==> config.mk <==
export PLATFORM = sky130hd
export DESIGN_NAME = mem_arbiter_flat
export DESIGN_NICKNAME = d
export VERILOG_FILES = /design/src/rtl/mem_arb_pkg.sv /design/src/rtl/mem_arbiter_if.sv /design/src/rtl/mem_arbiter.sv /design/src/flat_wrapper.sv
export SDC_FILE = /design/constraint.sdc
export NUM_CORES = 1
export LEC_CHECK = 0
export CAP_MARGIN = 20
export CORE_MARGIN = 2
export CORE_UTILIZATION = 30
export CTS_CLUSTER_DIAMETER = 120
export DETAILED_ROUTE_END_ITERATION = 8
export GPL_ROUTABILITY_DRIVEN = 0
export GPL_TIMING_DRIVEN = 0
export PLACE_DENSITY = 0.69
export SETUP_SLACK_MARGIN = 0.5
export SYNTH_ARGS = -nofsm -noshare
export SYNTH_HDL_FRONTEND = slang
export SYNTH_SLANG_ARGS = --single-unit
==> constraint.sdc <==
create_clock -name clk -period 1.8 [get_ports clk]
set_input_delay 0.36 -clock clk [delete_from_list [all_inputs] [get_ports clk]]
set_output_delay 0.36 -clock clk [all_outputs]
set_load 0.01 [all_outputs]
==> src/rtl/mem_arb_pkg.sv <==
// mem_arb_pkg: shared types and widths for the memory arbiter.
//   arb_state_t : access sequencer states
//   arb_owner_t : which CPU port owns the current access
package mem_arb_pkg;

  localparam int ADDR_W = 8;   // word address into the 256-entry memory
  localparam int INST_W = 16;  // fetch word / memory word width
  localparam int DATA_W = 8;   // data-port byte width

  typedef enum logic [1:0] {
    IDLE  = 2'd0,
    ISSUE = 2'd1,
    WAIT  = 2'd2,
    ACK   = 2'd3
  } arb_state_t;

  typedef enum logic {
    OWN_IF = 1'b0,
    OWN_DM = 1'b1
  } arb_owner_t;

endpackage

==> src/rtl/mem_arbiter_if.sv <==
// mem_arbiter_if: bundles the fetch port, data port, memory port and
// stall/status signals around the arbiter.
//   slave  : arbiter side (takes requests + mem_rdata, drives acks/memory)
//   master : environment side (CPU ports + memory model)
interface mem_arbiter_if;
  import mem_arb_pkg::*;

  // fetch port
  logic              if_req;
  logic [ADDR_W-1:0] if_addr;
  logic              if_ack;
  logic [INST_W-1:0] if_rdata;
  // data port
  logic              dm_req;
  logic              dm_we;
  logic [ADDR_W-1:0] dm_addr;
  logic [DATA_W-1:0] dm_wdata;
  logic              dm_ack;
  logic [DATA_W-1:0] dm_rdata;
  // memory port
  logic              mem_en;
  logic              mem_we;
  logic [ADDR_W-1:0] mem_addr;
  logic [INST_W-1:0] mem_wdata;
  logic [INST_W-1:0] mem_rdata;
  // status
  logic              stall_if;
  logic              stall_dm;
  logic              busy;

  modport slave (
    input  if_req, if_addr, dm_req, dm_we, dm_addr, dm_wdata, mem_rdata,
    output if_ack, if_rdata, dm_ack, dm_rdata,
    output mem_en, mem_we, mem_addr, mem_wdata,
    output stall_if, stall_dm, busy
  );

  modport master (
    output if_req, if_addr, dm_req, dm_we, dm_addr, dm_wdata, mem_rdata,
    input  if_ack, if_rdata, dm_ack, dm_rdata,
    input  mem_en, mem_we, mem_addr, mem_wdata,
    input  stall_if, stall_dm, busy
  );

endinterface

==> src/rtl/mem_arbiter.sv <==
// mem_arbiter: shares one single-port 256x16 memory between the CPU fetch
// port (16-bit words) and data port (8-bit bytes). Each access runs
// IDLE -> ISSUE -> WAIT* -> ACK with fixed latency MEM_LAT; data wins ties
// unless it has already won STARVE_MAX grants in a row over a waiting fetch.
//   clk   : rising-edge clock
//   reset : asynchronous, active-low
//   bus   : mem_arbiter_if.slave (request/ack ports, memory port, stalls, busy)
module mem_arbiter
  import mem_arb_pkg::*;
#(
  parameter int MEM_LAT    = 1,  // 1..15
  parameter int STARVE_MAX = 2   // 1..15
) (
  input  logic          clk,
  input  logic          reset,
  mem_arbiter_if.slave  bus
);

  localparam logic [3:0] WAIT_INIT  = 4'(MEM_LAT - 1);
  localparam logic [3:0] STARVE_LIM = 4'(STARVE_MAX);
  localparam bit         HAS_WAIT   = (MEM_LAT > 1);

  arb_state_t        state_q,     state_d;
  arb_owner_t        owner_q,     owner_d;
  logic [3:0]        streak_q,    streak_d;
  logic [3:0]        wcnt_q,      wcnt_d;
  logic              mem_en_q,    mem_en_d;
  logic              mem_we_q,    mem_we_d;
  logic [ADDR_W-1:0] mem_addr_q,  mem_addr_d;
  logic [DATA_W-1:0] wbyte_q,     wbyte_d;
  logic              pick_if;

  always_comb begin
    state_d    = state_q;
    owner_d    = owner_q;
    streak_d   = streak_q;
    wcnt_d     = wcnt_q;
    mem_en_d   = 1'b0;   // strobe only during ISSUE
    mem_we_d   = 1'b0;
    mem_addr_d = mem_addr_q;
    wbyte_d    = wbyte_q;
    pick_if    = 1'b0;

    unique case (state_q)
      IDLE: begin
        if (bus.dm_req || bus.if_req) begin
          // fetch wins only when alone or when data has hit its streak limit
          pick_if    = bus.if_req && (!bus.dm_req || (streak_q == STARVE_LIM));
          owner_d    = pick_if ? OWN_IF : OWN_DM;
          mem_addr_d = pick_if ? bus.if_addr : bus.dm_addr;
          mem_we_d   = !pick_if && bus.dm_we;
          wbyte_d    = pick_if ? '0 : bus.dm_wdata;
          mem_en_d   = 1'b1;
          if (!pick_if && bus.if_req)
            streak_d = (streak_q == STARVE_LIM) ? streak_q : streak_q + 4'd1;
          else
            streak_d = '0;
          state_d    = ISSUE;
        end
      end
      ISSUE: begin
        wcnt_d  = WAIT_INIT;
        state_d = HAS_WAIT ? WAIT : ACK;
      end
      WAIT: begin
        wcnt_d = wcnt_q - 4'd1;
        if (wcnt_q == 4'd1) state_d = ACK;
      end
      ACK: begin
        // requests are deliberately not sampled here
        state_d = IDLE;
      end
      default: state_d = IDLE;
    endcase
  end

  always_ff @(posedge clk or negedge reset) begin
    if (!reset) begin
      state_q    <= IDLE;
      owner_q    <= OWN_DM;
      streak_q   <= '0;
      wcnt_q     <= '0;
      mem_en_q   <= 1'b0;
      mem_we_q   <= 1'b0;
      mem_addr_q <= '0;
      wbyte_q    <= '0;
    end else begin
      state_q    <= state_d;
      owner_q    <= owner_d;
      streak_q   <= streak_d;
      wcnt_q     <= wcnt_d;
      mem_en_q   <= mem_en_d;
      mem_we_q   <= mem_we_d;
      mem_addr_q <= mem_addr_d;
      wbyte_q    <= wbyte_d;
    end
  end

  // acks decode straight from state so an async reset kills them at once
  assign bus.if_ack    = (state_q == ACK) && (owner_q == OWN_IF);
  assign bus.dm_ack    = (state_q == ACK) && (owner_q == OWN_DM);
  assign bus.if_rdata  = bus.if_ack ? bus.mem_rdata : '0;
  assign bus.dm_rdata  = bus.dm_ack ? bus.mem_rdata[DATA_W-1:0] : '0;

  assign bus.mem_en    = mem_en_q;
  assign bus.mem_we    = mem_we_q;
  assign bus.mem_addr  = mem_addr_q;
  assign bus.mem_wdata = {8'h00, wbyte_q};

  assign bus.stall_if  = bus.if_req && !bus.if_ack;
  assign bus.stall_dm  = bus.dm_req && !bus.dm_ack;
  assign bus.busy      = (state_q != IDLE);

endmodule
==> src/flat_wrapper.sv <==
// flat-port wrapper written by rule: the top's interface ports become plain ports
module mem_arbiter_flat import mem_arb_pkg::*;
#(
  parameter int MEM_LAT    = 1,          
  parameter int STARVE_MAX = 2           
)
  (clk, reset, bus_if_req, bus_if_addr, bus_dm_req, bus_dm_we, bus_dm_addr, bus_dm_wdata, bus_mem_rdata, bus_if_ack, bus_if_rdata, bus_dm_ack, bus_dm_rdata, bus_mem_en, bus_mem_we, bus_mem_addr, bus_mem_wdata, bus_stall_if, bus_stall_dm, bus_busy);
  mem_arbiter_if bus_i ();
  input  logic clk;
  input  logic reset;
  input wire logic [$bits(bus_i.if_req)-1:0] bus_if_req;
  input wire logic [$bits(bus_i.if_addr)-1:0] bus_if_addr;
  input wire logic [$bits(bus_i.dm_req)-1:0] bus_dm_req;
  input wire logic [$bits(bus_i.dm_we)-1:0] bus_dm_we;
  input wire logic [$bits(bus_i.dm_addr)-1:0] bus_dm_addr;
  input wire logic [$bits(bus_i.dm_wdata)-1:0] bus_dm_wdata;
  input wire logic [$bits(bus_i.mem_rdata)-1:0] bus_mem_rdata;
  output wire logic [$bits(bus_i.if_ack)-1:0] bus_if_ack;
  output wire logic [$bits(bus_i.if_rdata)-1:0] bus_if_rdata;
  output wire logic [$bits(bus_i.dm_ack)-1:0] bus_dm_ack;
  output wire logic [$bits(bus_i.dm_rdata)-1:0] bus_dm_rdata;
  output wire logic [$bits(bus_i.mem_en)-1:0] bus_mem_en;
  output wire logic [$bits(bus_i.mem_we)-1:0] bus_mem_we;
  output wire logic [$bits(bus_i.mem_addr)-1:0] bus_mem_addr;
  output wire logic [$bits(bus_i.mem_wdata)-1:0] bus_mem_wdata;
  output wire logic [$bits(bus_i.stall_if)-1:0] bus_stall_if;
  output wire logic [$bits(bus_i.stall_dm)-1:0] bus_stall_dm;
  output wire logic [$bits(bus_i.busy)-1:0] bus_busy;
  assign bus_i.if_req = bus_if_req;
  assign bus_i.if_addr = bus_if_addr;
  assign bus_i.dm_req = bus_dm_req;
  assign bus_i.dm_we = bus_dm_we;
  assign bus_i.dm_addr = bus_dm_addr;
  assign bus_i.dm_wdata = bus_dm_wdata;
  assign bus_i.mem_rdata = bus_mem_rdata;
  assign bus_if_ack = bus_i.if_ack;
  assign bus_if_rdata = bus_i.if_rdata;
  assign bus_dm_ack = bus_i.dm_ack;
  assign bus_dm_rdata = bus_i.dm_rdata;
  assign bus_mem_en = bus_i.mem_en;
  assign bus_mem_we = bus_i.mem_we;
  assign bus_mem_addr = bus_i.mem_addr;
  assign bus_mem_wdata = bus_i.mem_wdata;
  assign bus_stall_if = bus_i.stall_if;
  assign bus_stall_dm = bus_i.stall_dm;
  assign bus_busy = bus_i.busy;
  mem_arbiter #(.MEM_LAT(MEM_LAT), .STARVE_MAX(STARVE_MAX)) u_core (.clk(clk), .reset(reset), .bus(bus_i));
endmodule
# ---- Word level (Yosys, flattened, before mapping)
# Cells that the tools add are included.
# Widths: inputs -> output; s select.
dict set report classes {
  addsub 2
  eq_ne 8
  n_mux 15
  bitwise_logic 1
  n_reduce_logical 19
}
# operator n
set op_table {}
lappend op_table {{$mux 8} 3}
lappend op_table {{$mux 16} 1}
lappend op_table {{$mux 4} 2}
lappend op_table {{$pmux 2 s4} 1}
lappend op_table {{$pmux 4 s2} 1}
lappend op_table {{$logic_and 1x1->1} 7}
lappend op_table {{$mux 1} 5}
lappend op_table {{$add 4x1->4 const B} 1}
lappend op_table {{$eq 2x2->1 const B} 2}
lappend op_table {{$eq 4x1->1 const B} 1}
lappend op_table {{$eq 4x2->1 const B} 1}
lappend op_table {{$logic_not 1->1} 4}
lappend op_table {{$mux 2} 2}
lappend op_table {{$ne 2x1->1 const B} 2}
lappend op_table {{$reduce_and 2->1} 2}
lappend op_table {{$reduce_bool 2->1} 2}
lappend op_table {{$sub 4x1->4 const B} 1}
lappend op_table {{$reduce_and 3->1} 1}
lappend op_table {{$eq 2x1->1 const B} 1}
lappend op_table {{$logic_not 2->1} 1}
lappend op_table {{$logic_or 1x1->1} 2}
lappend op_table {{$ne 2x2->1 const B} 1}
lappend op_table {{$not 1->1} 1}
dict set report totals {
  register_bits 29
  inputBits 45
  output_inout_bits 55
  word_cells 53
}

# ---- Longest topological paths before layout
# Gate-level depths: netlist of run 1.
dict set report depth {
  ltp_word 7
  mapped_depth 7
  ltp_nobuf 6
}

# ---- Worst setup path before layout of run 1
# No wires, ideal clock.
dict set report synth_path {
  path_type {register to output}
  from {reg u_core.state_q[1]}
  to {out bus_if_rdata[10]}
  t_arrival_ns 1.291
  required_time_ns 1.440
  setup_slack_ns 0.149
  stages_incl_launch_ff 5
  n_path_buf 1
  path_cell_list {dfrtp_1 > ha_1 > nor2b_1 > clkbuf_1 > and2_1}
}
dict set report synth_between {
  elab_chain_cells 3
}
# item line
set synth_rtl {}
lappend synth_rtl {{start, declared} mem_arbiter.sv:23} ;# arb_state_t state_q, state_d;
lappend synth_rtl {{start signal, assigned} mem_arbiter.sv:88} ;# state_q <= state_d;
lappend synth_rtl {{$eq 2x2->1} mem_arbiter.sv:100} ;# assign bus.if_ack = (state_q == ACK) && (owner_q == OWN_IF);
lappend synth_rtl {{$logic_and 1x1->1} mem_arbiter.sv:100}
lappend synth_rtl {{net bus_if_ack} flat_wrapper.sv:18} ;# output wire logic [$bits(bus_i.if_ack)-1:0] bus_if_ack;
lappend synth_rtl {{$mux 16} mem_arbiter.sv:102} ;# assign bus.if_rdata = bus.if_ack ? bus.mem_rdata : '0;
lappend synth_rtl {{end, declared} flat_wrapper.sv:19} ;# output wire logic [$bits(bus_i.if_rdata)-1:0] bus_if_rdata;
# The timed path passes the listed nets, and every way through them passes these cells.

# ---- Worst setup path in the final report of run 1
dict set report layout_path {
  from {reg u_core.state_q[1]}
  to {out bus_if_rdata[10]}
}
dict set report layout_between {
  elab_chain_cells 3
}
# item line
set layout_rtl {}
lappend layout_rtl {{$eq 2x2->1} mem_arbiter.sv:100}
lappend layout_rtl {{$logic_and 1x1->1} mem_arbiter.sv:100}
lappend layout_rtl {{$mux 16} mem_arbiter.sv:102}
# No other way between the ends.

==> flow_metrics.py, run 1 <==
metrics = {
    "drt": {
        "avgRoutedWirePerCell_um": 13.9,
        "routed_wl_um": 5090,
        "via_count": 1734,
        "drtIter0Drc": 46,
        "ant_nets": 0,
        "viasPerCell": 4.75,
        "drc_errors": 0,
        "first_pass_iters": 4,
    },
    "synth": {
        "syn_area_mm2": 0.00161,
        "ys_seq_area_frac": 0.452,
        "synth_area_per_cell_um2": 9.58,
        "synthFlopType": "dfrtp_1",
        "yosys_warnings": 0,
        "syn_inst": 168,
        "synth_top_area_frac": 0.435,
        "yosys.area.top_type": "dfrtp_1",
        "yosysMostFrequentCell": "dfrtp_1",
        "synthArstFlopShare": 1.00,
        "netlist-cell-type-count": 33,
        "synthTopCellsByArea": "dfrtp_1 44%, and2_1 7.0%, ha_1 5.4%, a22o_1 4.9%, nand2_1 4.9%",
        "yosys-top-cells-count": "28 x dfrtp_1, 21 x nand2_1, 18 x and2_1",
        "synth-edff-count": 0,
        "ys_seq_elements": 29,
    },
    "setup_path": {
        "crit_fanout": 5,
        "criticalPathCategory": "flop to output port",
        "required_ns": 1.44,
        "worstSetupStartpointType": "flop",
        "r2r_cells": 8,
        "worstSetupStartpoint": "u_core.state_q[1]",
        "worst_ep_arrival_time_ns": 1.40,
        "r2r-start": "u_core.state_q[1]",
        "rrSetupSlack_ns": 0.10,
        "r2r_end": "u_core.streak_q[3]",
        "crit_end": "bus_if_rdata[10]",
        "cp-end-kind": "output port",
    },
    "clock_network": {
        "clk_pin_slew_ns": 0.06,
        "cts_sinks": 29,
        "hold_buffers": 0,
        "cts_root_buf": "clkbuf_8",
        "cts_tree": "yes",
        "clock_latency_ns": 0.28,
        "cts_buffer_depth": 2,
        "h-tree-depth": 2,
        "cts-buffers-inserted": 5,
    },
    "grt": {
        "grt_first_pass_wirelength_um": 8130,
        "antenna_found_initial": 0,
        "overflow": 0,
        "grt_start_max_net_pins": 18,
        "grt_pass1_vias": 1694,
        "grt_use_total": 0.169,
    },
    "die": {
        "dieArea_mm2": 0.00597,
        "initial_core_util": 0.313,
        "io_pins": 100,
        "core_mm2": 0.00514,
        "fp.dieH_um": 77.2,
        "fp-row-count": 26,
        "fp.dieW_um": 77.2,
    },
    "timing": {
        "maxSlewHeadroom": 0.511,
        "slew_viol_final": 0,
        "timing.fmax_mhz": 567,
        "fin_crit_ns": 1.76,
        "worst_pin_slew_ns": 0.731,
        "finalSetupViolCount": 0,
        "timing.final.hold_violations": 0,
        "setup_ws_ns": 0.0350,
        "rsz0062_at_grt": "true",
        "worst_clock_skew_ns": 0.00402,
        "finalSetupTns_ns": 0,
        "post-route-period-util": 0.981,
    },
    "finish": {
        "fin_nets": 346,
        "fillers": 471,
        "diodes": 0,
        "drive_above_1_share": 0.420,
        "synthToLayoutAreaGrowth_pct": 94.2,
    },
    "placement": {
        "dpl.hpwl_um": 3510,
        "io_buffers": 91,
        "dp_slack_ns": -0.306,
    },
    "pwr": {
        "p_leak_uw": 0.00150,
        "power_density_mw_per_mm2": 1410,
        "peakVddDrop_mv": 0.546,
    },
    "job": {
        "cap_viol_max_count": 0,
    },
    "status": {
        "status": "completed",
    },
    "min_path": {
        "min_path_type": "flop to flop",
    },
}
## critical path: stages (launching register included)
cell	delay, ns
dfrtp_1	0.35
ha_2	0.19
nor2b_4	0.18
clkbuf_8	0.16
and2_1	0.12
buf_2	0.13
## flip-flops by register name, summed over array words and instances, names as in the netlist
signal / count
u_core.state_q: 2
u_core.bus.mem_addr: 8
u_core.wcnt_q: 4
u_core.streak_q: 4
u_core.bus.mem_we: 1
u_core.owner_q: 1
u_core.wbyte_q: 8
u_core.bus.mem_en: 1
## per-layer routing
metal / vias up / global-route usage / wire length [µm]
met3: 7 / 0.0682 / 479
li1: 829 / - / -
met4: 0 / 0.0429 / 46
met1: 815 / 0.202 / 2080
met2: 83 / 0.284 / 2490
met5: - / 0 / 0
## report_power, final
group          switching, µW  internal, µW  total (µW)  leakage [µW]
clock network            255           267         522     0.0000450
logic                   1220          1560        2770       0.00108
registers                165           937        1100      0.000372
total                   1640          2760        4400       0.00150
## timing repair
action	in CTS	in global routing
gates cloned	2	2
gates resized for setup	206	33
setup endpoints to repair	73	63
setup buffers	9	7
pin swaps	22	4
## cell type report
| type | count | area (µm²) | share of cell area |
|---|---|---|---|
| inverter | 10 | 57.6 | 0.0184 |
| timing repair buffer | 111 | 1060 | 0.339 |
| tap | 70 | 87.6 | 0.0280 |
| clock buffer | 6 | 72.6 | 0.0232 |
| multi-input combinational | 119 | 935 | 0.299 |
| buffer | 17 | 166 | 0.0532 |
| clock inverter | 2 | 10.0 | 0.00320 |
| sequential | 29 | 727 | 0.233 |
| timing repair inverter | 1 | 8.76 | 0.00280 |
## cell families after synthesis
family                     share of synthesized area
other                                        0.00233
muxes                                         0.0187
buffers and inverters                         0.0840
AOI/OAI and AO/OA                              0.145
adders and majority gates                     0.0544
DFF                                            0.452
and+or+nand+nor                                0.244
## through the flow
step | power (µW) | util | hold WS, ns | instances | cell area (µm²)
5_1_grt | 4700 | 0.608 | 0.527 | 365 | 3130
6_report | 4400 | 0.608 | 0.504 | 365 | 3130
3_3_place_gp | 3300 | 0.531 | 0.489 | 336 | 2730
2_1_floorplan | 2300 | - | 0.0644 | 175 | 1730
3_5_place_dp | 3340 | 0.536 | 0.498 | 337 | 2760
4_1_cts | 4120 | 0.586 | 0.512 | 356 | 3010
## cell usage in the layout, fill, tap and decap left out, types with 3 or more instances in the layout
master / synthesis / final
buf_4: 8 / 18
o211ai_1: 8 / 8
clkbuf_2: 0 / 7
nand4_1: 9 / 9
and2_4: 0 / 16
and3_1: 9 / 8
o21ai_2: 1 / 3
clkdlybuf4s15_1: 0 / 12
buf_2: 3 / 12
a22o_1: 9 / 9
dfrtp_1: 28 / 28
conb_1: 1 / 8
clkdlybuf4s50_1: 0 / 42
clkbuf_8: 0 / 9
inv_1: 9 / 4
nand2_1: 21 / 18
mux2i_1: 3 / 3
inv_4: 0 / 3
buf_6: 0 / 25
ha_1: 7 / 3
buf_8: 0 / 5
## worst min-delay path by stage
stage / from / end / slack [ns] / cells past startpoint
final: u_core.bus.mem_addr[0] / u_core.bus.mem_addr[0] / 0.50 / 2
after global routing: u_core.wbyte_q[0] / u_core.wbyte_q[0] / 0.53 / 1
after CTS: reset / u_core.bus.mem_addr[6] / 0.51 / 1
after detailed placement: u_core.wbyte_q[0] / u_core.wbyte_q[0] / 0.50 / 1
after global placement: u_core.wbyte_q[1] / u_core.wbyte_q[1] / 0.49 / 1
after floorplan: reset / u_core.bus.mem_addr[0] / 0.06 / 0
No activity file was read; power rests on OpenSTA's default activity.
==> run 2: changes to the inputs <==
Settings changed: CORE_MARGIN 2 to unset.
==> run 2 against run 1 <==
The run now ends with negative setup slack left. Cell count unchanged. Die area decreased by 5.1%. Routed wire length increased by 3.6%. Register-to-register slack about the same. Hold slack improved by 0.00074 ns. Non-clock buffer count unchanged. Via count decreased by 0.81%. Highest routed layer unchanged. Largest power group unchanged.
==> flow_metrics.py, run 2 (synthesis results as in run 1) <==
metrics = {
    "status": {
        "status": "finished, violations left",
        "failed_checks": "negative setup slack",
    },
    "timing": {
        "timing.final.hold_violations": 0,
        "finalSetupViolCount": 1,
        "setup_ws_ns": -0.00321,
        "rsz0062_at_grt": "true",
        "post-route-period-util": 1.00,
        "maxSlewHeadroom": 0.513,
        "slew_viol_final": 0,
        "timing.fmax_mhz": 555,
        "worst_pin_slew_ns": 0.728,
        "fin_crit_ns": 1.80,
        "worst_clock_skew_ns": 0.00859,
    },
    "grt": {
        "grt_pass1_vias": 1566,
        "grtUsageMet3": 0.0616,
        "overflow": 0,
        "use_met1": 0.196,
        "top_usage_layer": "met2",
        "antenna_found_initial": 0,
        "grt_start_max_net_pins": 16,
        "use_met2": 0.326,
        "grt_first_pass_wirelength_um": 7400,
        "grt_use_total": 0.180,
    },
    "setup_path": {
        "worstSetupStartpointType": "flop",
        "required_ns": 1.44,
        "r2r-start": "u_core.state_q[1]",
        "cpPeakStageDelay_ns": 0.38,
        "cp_cell_sequence": "ha_2 > buf_4 > buf_8 > and2_4 > nor2_4 > buf_6",
        "worstSetupStartpoint": "u_core.state_q[0]",
        "cp-end-kind": "output port",
        "criticalPathCategory": "flop to output port",
        "cp_slowest_cell": "dfrtp_1",
        "worst_ep_arrival_time_ns": 1.44,
        "crit_fanout": 5,
    },
    "drt": {
        "routed_wl_um": 5270,
        "first_pass_iters": 4,
        "via_count": 1720,
        "viasPerCell": 4.71,
        "ant_nets": 0,
        "drtIter0Drc": 34,
        "drc_errors": 0,
        "avgRoutedWirePerCell_um": 14.4,
    },
    "die": {
        "fp.dieW_um": 75.2,
        "dieArea_mm2": 0.00566,
        "io_pins": 100,
        "fp.dieH_um": 75.2,
        "fp-row-count": 26,
        "core_mm2": 0.00514,
        "initial_core_util": 0.313,
    },
    "finish": {
        "stdcell_area_mm2": 0.00325,
        "final_cell_mix": "42 x clkdlybuf4s50_1, 34 x buf_6, 28 x dfrtp_1",
        "diodes": 0,
        "synthToLayoutAreaGrowth_pct": 102,
        "drive_above_1_share": 0.458,
        "mostFrequentLayoutCell": "clkdlybuf4s50_1",
        "fin_nets": 346,
    },
    "placement": {
        "dp_slack_ns": -0.347,
        "io_buffers": 91,
        "dpl.hpwl_um": 3490,
        "placed_area_mm2": 0.00274,
    },
    "pwr": {
        "power_density_mw_per_mm2": 1430,
        "peakVddDrop_mv": 0.590,
        "p_leak_uw": 0.00152,
    },
    "job": {
        "cap_viol_max_count": 0,
    },
    "min_path": {
        "min_path_type": "input port to async pin",
    },
    "clock_network": {
        "cts_sinks": 29,
        "cts_tree": "yes",
        "cts_root_buf": "clkbuf_8",
        "cts_buffer_depth": 2,
        "clk_pin_slew_ns": 0.07,
        "h-tree-depth": 2,
        "cts-buffers-inserted": 5,
        "clock_latency_ns": 0.28,
    },
}
run 2: changes by cell type in the layout (fill, tap and decap cells not counted), moves of 3 or more:
cell       delta
buf_8         +3
and3_1        -6
and3_4        +6
buf_2         -8
clkbuf_16     +3
nand2_2       +6
buf_6         +9
nand2_1       -6
clkbuf_8      -3
run 2: power breakdown:
part           switching [µW]  internal [µW]  leakage [µW]
Clock                     249            311     0.0000455
Combinational            1260           1700       0.00110
Sequential                179            937      0.000372
Total                    1690           2950       0.00152
run 2: layer usage:
layer / up-vias / wire, µm
met2: 81 / 2760
met1: 809 / 1930
met4: 0 / 68
li1: 824 / -
met3: 6 / 509
met5: - / 0
run 2: final timing paths:
path	end	slack, ns	depth (start not counted)
setup / recovery	bus_stall_dm	-0.003	6
hold / removal	u_core.bus.mem_en	0.50	1
setup reg to reg	u_core.streak_q[3]	0.11	8
hold reg to reg	u_core.wbyte_q[3]	0.51	1
max in group asynchronous	u_core.owner_q	0.65	2
min in group clk	u_core.wbyte_q[3]	0.51	1
run 2: repair_timing:
item | 4_1_cts | 5_1_grt
pin swaps | 25 | 3
hold endpoints to repair | 0 | 0
hold buffers | 0 | 0
setup buffers | 11 | 4
gates resized for setup | 223 | 35
cloned | 1 | 4
endpoints found under the setup margin | 73 | 64
run 2: cell type report:
class	count	area (µm²)
Fill cell	448	1890
Timing Repair Buffer	111	1120
Multi-Input combinational cell	119	970
Sequential cell	29	727
Buffer	17	184
Clock buffer	8	90.1
Tap cell	70	87.6
Inverter	10	57.6
Timing Repair inverter	1	8.76
run 2: critical path: cells and delay by family, from the launching register on:
family        cells  cell delay (ns)
flops             1             0.38
fa+ha+maj         1             0.19
buf+inv           3             0.37
simple gates      2             0.22
run 2: metrics by stage:
stage	hold WS (ns)	cells	TNS [ns]	utilization	total power, µW
6_report	0.505	365	-0.00321	0.631	4650
5_1_grt	0.523	365	-1.15	0.631	4950
4_1_cts	0.511	357	-0.0284	0.599	4320
3_5_place_dp	0.491	337	-7.53	0.534	3350
3_3_place_gp	0.487	336	-10.00	0.531	3300
2_1_floorplan	0.0644	175	0	-	2300
